**src/rtl/nv_ram_rws_512x64_fifo_ctrl_pkg.sv**
```systemverilog
// -----------------------------------------------------------------------------
// nv_ram_rws_512x64_fifo_ctrl_pkg
//
// Purpose : Shared sizing constants and small helpers for the 512x64
//           RAM-backed FIFO controller.
// Contents: depth, data width, RAM address width, occupancy-count width,
//           pointer width (address bits plus one wrap bit) and a helper that
//           extracts the RAM address from a wrap-extended pointer.
// -----------------------------------------------------------------------------
package nv_ram_rws_512x64_fifo_ctrl_pkg;

   localparam int FIFO_DEPTH = 512;
   localparam int DATA_W     = 64;
   localparam int ADDR_W     = 9;
   localparam int CNT_W      = 10;
   // One extra bit above the RAM address distinguishes laps around the RAM.
   localparam int PTR_W      = ADDR_W + 1;

   localparam logic [CNT_W-1:0] FULL_CNT = CNT_W'(FIFO_DEPTH);

   // Low bits of a wrap-extended pointer select the RAM word.
   function automatic logic [ADDR_W-1:0] ptr_addr(input logic [PTR_W-1:0] ptr);
      return ptr[ADDR_W-1:0];
   endfunction

endpackage : nv_ram_rws_512x64_fifo_ctrl_pkg

```
**src/rtl/nv_ram_rws_512x64_fifo_ctrl.sv**
```systemverilog
// -----------------------------------------------------------------------------
// nv_ram_rws_512x64_fifo_ctrl
//
// Purpose : Valid/ready FIFO controller in front of an external 512x64
//           single-clock RAM with one write port and one registered read
//           port. One read-ahead word is held on rd_pd (straight from the RAM
//           output register); further words are fetched only when the held
//           word is being consumed or nothing is held.
//
// Ports   : nvdla_core_clk   - sole clock, rising edge
//           nvdla_core_rstn  - asynchronous assert, active-low reset
//           wr_pvld/wr_prdy/wr_pd [63:0] - write side handshake and payload
//           rd_pvld/rd_prdy/rd_pd [63:0] - read side handshake and payload
//           ram_we/ram_wa [8:0]/ram_di [63:0] - RAM write port
//           ram_re/ram_ra [8:0]               - RAM read-address port
//           ram_dout [63:0]  - RAM read data, valid the cycle after ram_re,
//                              held until the next ram_re
//           fifo_count [9:0] - registered occupancy, 0..512
// -----------------------------------------------------------------------------
module nv_ram_rws_512x64_fifo_ctrl
   import nv_ram_rws_512x64_fifo_ctrl_pkg::*;
(
   input  logic              nvdla_core_clk,
   input  logic              nvdla_core_rstn,

   input  logic              wr_pvld,
   output logic              wr_prdy,
   input  logic [DATA_W-1:0] wr_pd,

   output logic              rd_pvld,
   input  logic              rd_prdy,
   output logic [DATA_W-1:0] rd_pd,

   output logic              ram_we,
   output logic [ADDR_W-1:0] ram_wa,
   output logic [DATA_W-1:0] ram_di,
   output logic              ram_re,
   output logic [ADDR_W-1:0] ram_ra,
   input  logic [DATA_W-1:0] ram_dout,

   output logic [CNT_W-1:0]  fifo_count
);

   // State
   logic [PTR_W-1:0] wr_ptr_q,       wr_ptr_d;
   logic [PTR_W-1:0] rd_issue_ptr_q, rd_issue_ptr_d;
   logic [CNT_W-1:0] fifo_count_q,   fifo_count_d;
   logic             rd_pvld_q,      rd_pvld_d;

   // Combinational helpers
   logic             wr_accept;
   logic             rd_accept;
   logic             rd_issue;
   logic [CNT_W-1:0] unfetched;

   // -------------------------------------------------------------------------
   // Handshake and RAM control
   // -------------------------------------------------------------------------
   always_comb begin
      // Full is judged on the registered count only, so a read accept in the
      // same cycle does not open the write side until the following cycle.
      wr_prdy   = (fifo_count_q < FULL_CNT);
      wr_accept = wr_pvld & wr_prdy;
      rd_accept = rd_pvld_q & rd_prdy;

      // The word on rd_pd is still counted in fifo_count, so its RAM slot
      // cannot be reused until it is accepted. Entries not yet fetched are
      // the count minus that presented word.
      unfetched = fifo_count_q - {{(CNT_W-1){1'b0}}, rd_pvld_q};

      // Fetch when there is something left in the RAM and the output register
      // is free or being emptied this cycle. A word written this cycle is not
      // counted until the next edge, so it cannot be fetched in the same
      // cycle it is written.
      rd_issue  = (unfetched != '0) & (~rd_pvld_q | rd_prdy);
   end

   assign ram_we     = wr_accept;
   assign ram_wa     = ptr_addr(wr_ptr_q);
   assign ram_di     = wr_pd;
   assign ram_re     = rd_issue;
   assign ram_ra     = ptr_addr(rd_issue_ptr_q);

   assign rd_pvld    = rd_pvld_q;
   assign rd_pd      = ram_dout;
   assign fifo_count = fifo_count_q;

   // -------------------------------------------------------------------------
   // Next-state logic
   // -------------------------------------------------------------------------
   always_comb begin
      wr_ptr_d       = wr_ptr_q;
      rd_issue_ptr_d = rd_issue_ptr_q;
      fifo_count_d   = fifo_count_q;
      rd_pvld_d      = rd_pvld_q;

      // Pointers are 10 bits and roll over 1023 -> 0 naturally.
      if (wr_accept) begin
         wr_ptr_d = wr_ptr_q + PTR_W'(1);
      end
      if (rd_issue) begin
         rd_issue_ptr_d = rd_issue_ptr_q + PTR_W'(1);
      end

      case ({wr_accept, rd_accept})
         2'b10:   fifo_count_d = fifo_count_q + CNT_W'(1);
         2'b01:   fifo_count_d = fifo_count_q - CNT_W'(1);
         default: fifo_count_d = fifo_count_q;
      endcase

      // A fetch always lands on rd_pd next cycle; otherwise an accepted word
      // leaves the output empty.
      if (rd_issue) begin
         rd_pvld_d = 1'b1;
      end else if (rd_accept) begin
         rd_pvld_d = 1'b0;
      end
   end

   // -------------------------------------------------------------------------
   // Registers. Reset only clears control state; RAM contents are left as-is
   // and become unreachable because both pointers restart at zero together.
   // -------------------------------------------------------------------------
   always_ff @(posedge nvdla_core_clk or negedge nvdla_core_rstn) begin
      if (!nvdla_core_rstn) begin
         wr_ptr_q       <= '0;
         rd_issue_ptr_q <= '0;
         fifo_count_q   <= '0;
         rd_pvld_q      <= 1'b0;
      end else begin
         wr_ptr_q       <= wr_ptr_d;
         rd_issue_ptr_q <= rd_issue_ptr_d;
         fifo_count_q   <= fifo_count_d;
         rd_pvld_q      <= rd_pvld_d;
      end
   end

endmodule : nv_ram_rws_512x64_fifo_ctrl

```
**config.mk**
```make
export PLATFORM = sky130hd
export DESIGN_NAME = nv_ram_rws_512x64_fifo_ctrl
export DESIGN_NICKNAME = d
export VERILOG_FILES = /design/src/rtl/nv_ram_rws_512x64_fifo_ctrl_pkg.sv /design/src/rtl/nv_ram_rws_512x64_fifo_ctrl.sv
export SDC_FILE = /design/constraint.sdc
export NUM_CORES = 1
export LEC_CHECK = 0
export ABC_AREA = 1
export CAP_MARGIN = 20
export CORE_AREA = 2 2 113 115
export CTS_BUF_LIST = sky130_fd_sc_hd__clkbuf_16
export CTS_CLUSTER_DIAMETER = 50
export DETAILED_ROUTE_END_ITERATION = 7
export DIE_AREA = 0 0 115 117
export PLACE_DENSITY_LB_ADDON = 0.1
export SLEW_MARGIN = 5
export SYNTH_ARGS = -nofsm -noshare
export SYNTH_HDL_FRONTEND = slang
export SYNTH_SLANG_ARGS = --single-unit
```
**constraint.sdc**
```tcl
create_clock -name nvdla_core_clk -period 4.9 [get_ports nvdla_core_clk]
set_clock_uncertainty 0.05 [all_clocks]
set_input_delay 0.98 -clock nvdla_core_clk [delete_from_list [all_inputs] [get_ports nvdla_core_clk]]
set_output_delay 0.98 -clock nvdla_core_clk [all_outputs]
set_load 0.01 [all_outputs]
```
== After elaboration in Yosys (flattened, before gate mapping) ==
Index checks and enable logic that the tools add are counted.

* Add/subtract/negate cells: 5
* Multiply operators: 0
* Div/mod/pow operators: 0
* $lt $le $gt $ge: 1
* Equality and inequality tests: 2
* Shifts and indexed selects: 0
* Muxes and demuxes: 3
* Bitwise operators: 5
* Reduce and logical (&&, ||, !) cells: 3

{| class="wikitable"
|+ Operators by type and width
! operator !! count
|-
| $add A10 B1 Y10 const B || 3
|-
| $pmux W10 S2 || 1
|-
| $lt A10 B10 Y1 const B || 1
|-
| $reduce_bool A10 Y1 || 1
|-
| $sub A10 B1 Y10 || 1
|-
| $sub A10 B1 Y10 const B || 1
|-
| $reduce_bool A2 Y1 || 2
|-
| $and A1 B1 Y1 || 3
|-
| $eq A2 B1 Y1 const B || 1
|-
| $eq A2 B2 Y1 const B || 1
|-
| $mux W1 || 2
|-
| $not A1 Y1 || 1
|-
| $or A1 B1 Y1 || 1
|}

* Register bits after elaboration: 31
* Bits in latches: 0
* Bits in writable memories: 0
* Memory bits (read-only): 0
* Logic and storage cells: 23
* Memories: 0

== Longest topological paths before layout ==
* Word-level depth: 4
* Mapped depth: 16

== Worst setup path before layout ==
No wires, ideal clock.

* Path kind: input-to-reg
* Start: input wr_pvld
* End: register fifo_count_q[8] (netlist: fifo_count[8])
* Arrival time: 2.721 ns
* Data required time: 4.733 ns
* Setup slack: 2.012 ns
* Cell stages on the path: 15
* Path through: inv_1 > nor2_2 > inv_1 > ha_1 > buf_6 > nor2_2 > nor2_4 > ha_1 > o21bai_1 > nand3_1 > nand2_1 > nand2_1 > nand3_1 > nand3_1 > nand2_1

* Word-level cells in the longest chain between the ends: 3
* Elaborated cells on any way between the ends: 5

{| class="wikitable"
|+ Ends and longest elaborated chain
! item !! line !! text
|-
| start, declared || nv_ram_rws_512x64_fifo_ctrl.sv:26 || <nowiki>input logic wr_pvld,</nowiki>
|-
| $and A1 B1 Y1 * || nv_ram_rws_512x64_fifo_ctrl.sv:63 || <nowiki>wr_accept = wr_pvld & wr_prdy;</nowiki>
|-
| named net ram_we || nv_ram_rws_512x64_fifo_ctrl.sv:34 || <nowiki>output logic ram_we,</nowiki>
|-
| $eq A2 B1 Y1 / $eq A2 B2 Y1 (equally long branches) || nv_ram_rws_512x64_fifo_ctrl.sv:105 || <nowiki>case ({wr_accept, rd_accept})</nowiki>
|-
| $pmux W10 S2 / $reduce_bool A2 Y1 (equally long branches) || -- ||
|-
| end signal, assigned || nv_ram_rws_512x64_fifo_ctrl.sv:133 || <nowiki>fifo_count_q <= fifo_count_d;</nowiki>
|-
| end, declared || nv_ram_rws_512x64_fifo_ctrl.sv:47 || <nowiki>logic [CNT_W-1:0] fifo_count_q, fifo_count_d;</nowiki>
|}

The timed path passes the listed nets; every way through them passes the cells marked *.
A chain may end at the register's enable or synchronous reset.

== Worst setup path after layout ==
* Start: input rd_prdy
* End: output ram_re

* Word-level cells in the longest chain between the ends: 2

{| class="wikitable"
|+ Ends and longest elaborated chain
! item !! line !! text
|-
| start, declared || nv_ram_rws_512x64_fifo_ctrl.sv:31 || <nowiki>input logic rd_prdy,</nowiki>
|-
| $or A1 B1 Y1 || nv_ram_rws_512x64_fifo_ctrl.sv:75 || <nowiki>rd_issue = (unfetched != '0) & (~rd_pvld_q | rd_prdy);</nowiki>
|-
| $and A1 B1 Y1 || nv_ram_rws_512x64_fifo_ctrl.sv:75 ||
|-
| end, declared || nv_ram_rws_512x64_fifo_ctrl.sv:37 || <nowiki>output logic ram_re,</nowiki>
|}

Every way passes these cells.

==> metrics <==
CTS root buf=clkbuf_16; post-DP HPWL=4870 um; Final nets=431; register area share after synthesis=25.4%; routability-driven placement congestion ratio=0.748; mux contribution to synthesized area=0%; CTS buffer count=5; measured slew at the worst slew-check pin=753 ps; largest net degree at the start of global routing=30; GRT Total Usage=9.66%; Post-Synthesis Cells=380; core area=12,300 um2; Post-Synthesis Cell Area=2860 um2; Max-Cap Viols=0; WHS Path Cells=1; Seq cells post-synth=29; status=finished, final reports clean; initial core utilization=23.2%; # diodes=0; Setup TNS=0 ps; vias per cell=4.06; max_slew headroom=49.8%; GRT Residual Overflow=0; Final Hold Fails=0; Worst-Skew Late Latency=280 ps; fin crit period=3450 ps; top cell type's share of synthesized area=33.9%; R2R depth=14; adder and majority gate portion of the synthesized area=2.63%; HP Start=wr_ptr_q[8]; Finish-stage setup viols=0; Highest Clock Rate=0.290 GHz; Slowest cell on crit path=clkdlybuf4s50_1; TritonCTS Sinks=29; reg2reg start=fifo_count[9]; DR iter-0 viols=46; main combinational cell family by area after synthesis=buffers and inverters; CP max FO=13; GR Layer Usage met1=11.6%; PwrDens=658 nW/um2; XOR/XNOR share of the synthesized area=6.49%; hold worst-path end=wr_ptr_q[8]; Die H=117 um; cells along the critical path=clkdlybuf4s50_1 -> nor2_1 -> a21oi_2 -> buf_4 -> clkdlybuf4s50_1; first-pass GRT wire length=9930 um; WP data required=3870 ps; Distinct cells, synth=31; top cells by area, synth=buf_4 34%, dfrtp_1 25%, nand2_1 10%; Resized cells post-CTS=0; clock buffer depth=2; RSZ-0062 raised after global routing=no; DRC Markers=0; critical path class=input port to output port; initial antenna violation count=0; std cell rows=41; max-slew violations=0; Post-synth EDFFs=0; VDD IR-drop max=184 uV; Top FF cell, synth=dfrtp_1; DRT Wirelength=6410 um; Post-CTS Setup Bufs=0; R2R Setup Slk=2160 ps; most used routing layer=met2; post-route ant nets=0; crit-path leading delay family=buffers and inverters; worst path arrival time=2420 ps; DIE AREA=13,500 um2; fin crit share=70.4%; Net Count, Synth=518; Synth Area in Simple Gates=20.9%; drt pass-1 iters=4; CP endpoint kind=output port; FF-to-FF End=fifo_count[8]; static leakage=1.26 nW; IO Port Bufs=35; min-delay worst type=register to register; startpoint types=input port; Syn. warnings=0; met2 usage=14.6%; cell repeated most along the worst path=clkdlybuf4s50_1; TritonCTS clock tree=built; die width=115 um; Reg clk slew, reported paths=60 ps; htree depth=2; Design Power=1.70 mW; Yosys top cell by area=buf_4; # hold bufs at CTS=0; Synth-to-Final Area Change=-9.29%; ys async rst share=100%; # IOs=292; mean routed wirelength per cell=14.4 um; vias in the first global route=1,871; largest stage delay on the critical path=560 ps; via count=1,801; Mean Syn Cell Area=7.51 um2; complex-gate fraction of the synthesized area=4.47%; proportion of layout cells with a drive suffix above 1=9.52%; Bufs and invs on worst path=3; GR Util met3=3.66%
-- sequential cells by signal, summed over array words and instances (netlist names) --
signal	flops
fifo_count	10
rd_issue_ptr_q	9
rd_pvld	1
wr_ptr_q	9
-- worst max path at each step --
stage / cells past startpoint / end / startpoint / slack, ps
2_1_floorplan: 15 / fifo_count[8] / wr_pvld / 2010
3_3_place_gp: 16 / fifo_count[6] / wr_pvld / 1220
3_5_place_dp: 16 / fifo_count[8] / wr_pvld / 1200
4_1_cts: 5 / ram_re / rd_prdy / 1430
5_1_grt: 16 / fifo_count[8] / wr_pvld / 1210
6_report: 5 / ram_re / rd_prdy / 1450
-- cells in the mapped netlist (4+ instances only) --
library cell and count:
ha_1 6, xor2_1 14, nor2_2 5, xnor2_1 4, buf_4 129, inv_1 41
nor2_4 4, nand2_1 78, a21oi_1 5, o21ai_0 9, nand3_1 19, nor2_1 10
dfrtp_1 29
-- layout make-up --
type | count | area [um2]
inverter | 43 | 161
fill | 1378 | 9720
sequential | 29 | 726
tap | 150 | 188
multi-input combinational | 177 | 983
timing repair buffer | 37 | 365
clock buffer | 5 | 125
clock inverter | 3 | 41.3
-- layout by cell type (no fill, tap or decap), types with 2 or more instances in the layout --
master,synthesis,final
nand2_1,78,78
inv_1,41,41
clkdlybuf4s50_1,0,35
dfrtp_1,29,29
nand3_1,19,19
xor2_1,14,14
nor2_1,10,10
o21ai_0,9,9
ha_1,6,6
nor2_2,5,5
a21oi_1,5,5
clkbuf_16,0,5
nor2_4,4,4
xnor2_1,4,4
nand4_1,3,3
nor3_1,3,3
inv_2,2,2
nor3_2,2,2
nand2_2,2,2
nand3b_1,2,2
o21ai_1,2,2
buf_4,129,2
-- logic make-up (layout without fill, tap and decap cells) --
family,Yosys count,in the layout
compound gates,22,22
xor+xnor,19,19
fa+ha+maj,6,6
buf+inv,174,88
flops,29,29
simple gates,130,130
-- per-stage QoR --
step / hold WS [ps] / util (%) / worst slack, ps / instances / cell area (um2)
floorplan: 454 / - / 2010 / 380 / 2860
global placement: 422 / 19.7 / 1220 / 436 / 2420
detailed placement: 411 / 19.7 / 1200 / 436 / 2420
CTS: 430 / 21.0 / 1430 / 444 / 2590
global route: 450 / 21.0 / 1210 / 444 / 2590
finish: 430 / 21.0 / 1450 / 444 / 2590
-- routing by layer --
layer  share of wire [%]  vias up  wire length, um
li1                    -      870                -
met1                  44      810             2830
met2                  43       97             2750
met3                 8.6       24              553
met4                 4.3        0              274
met5                   0        -                0
-- where the power goes --
part | leakage (nW) | switching [mW] | total [mW] | internal [mW]
clock network | 0.0775 | 0.123 | 0.362 | 0.238
logic | 0.838 | 0.464 | 0.861 | 0.397
registers | 0.349 | 0.135 | 0.481 | 0.346
Power figures use the tool's default switching activity.
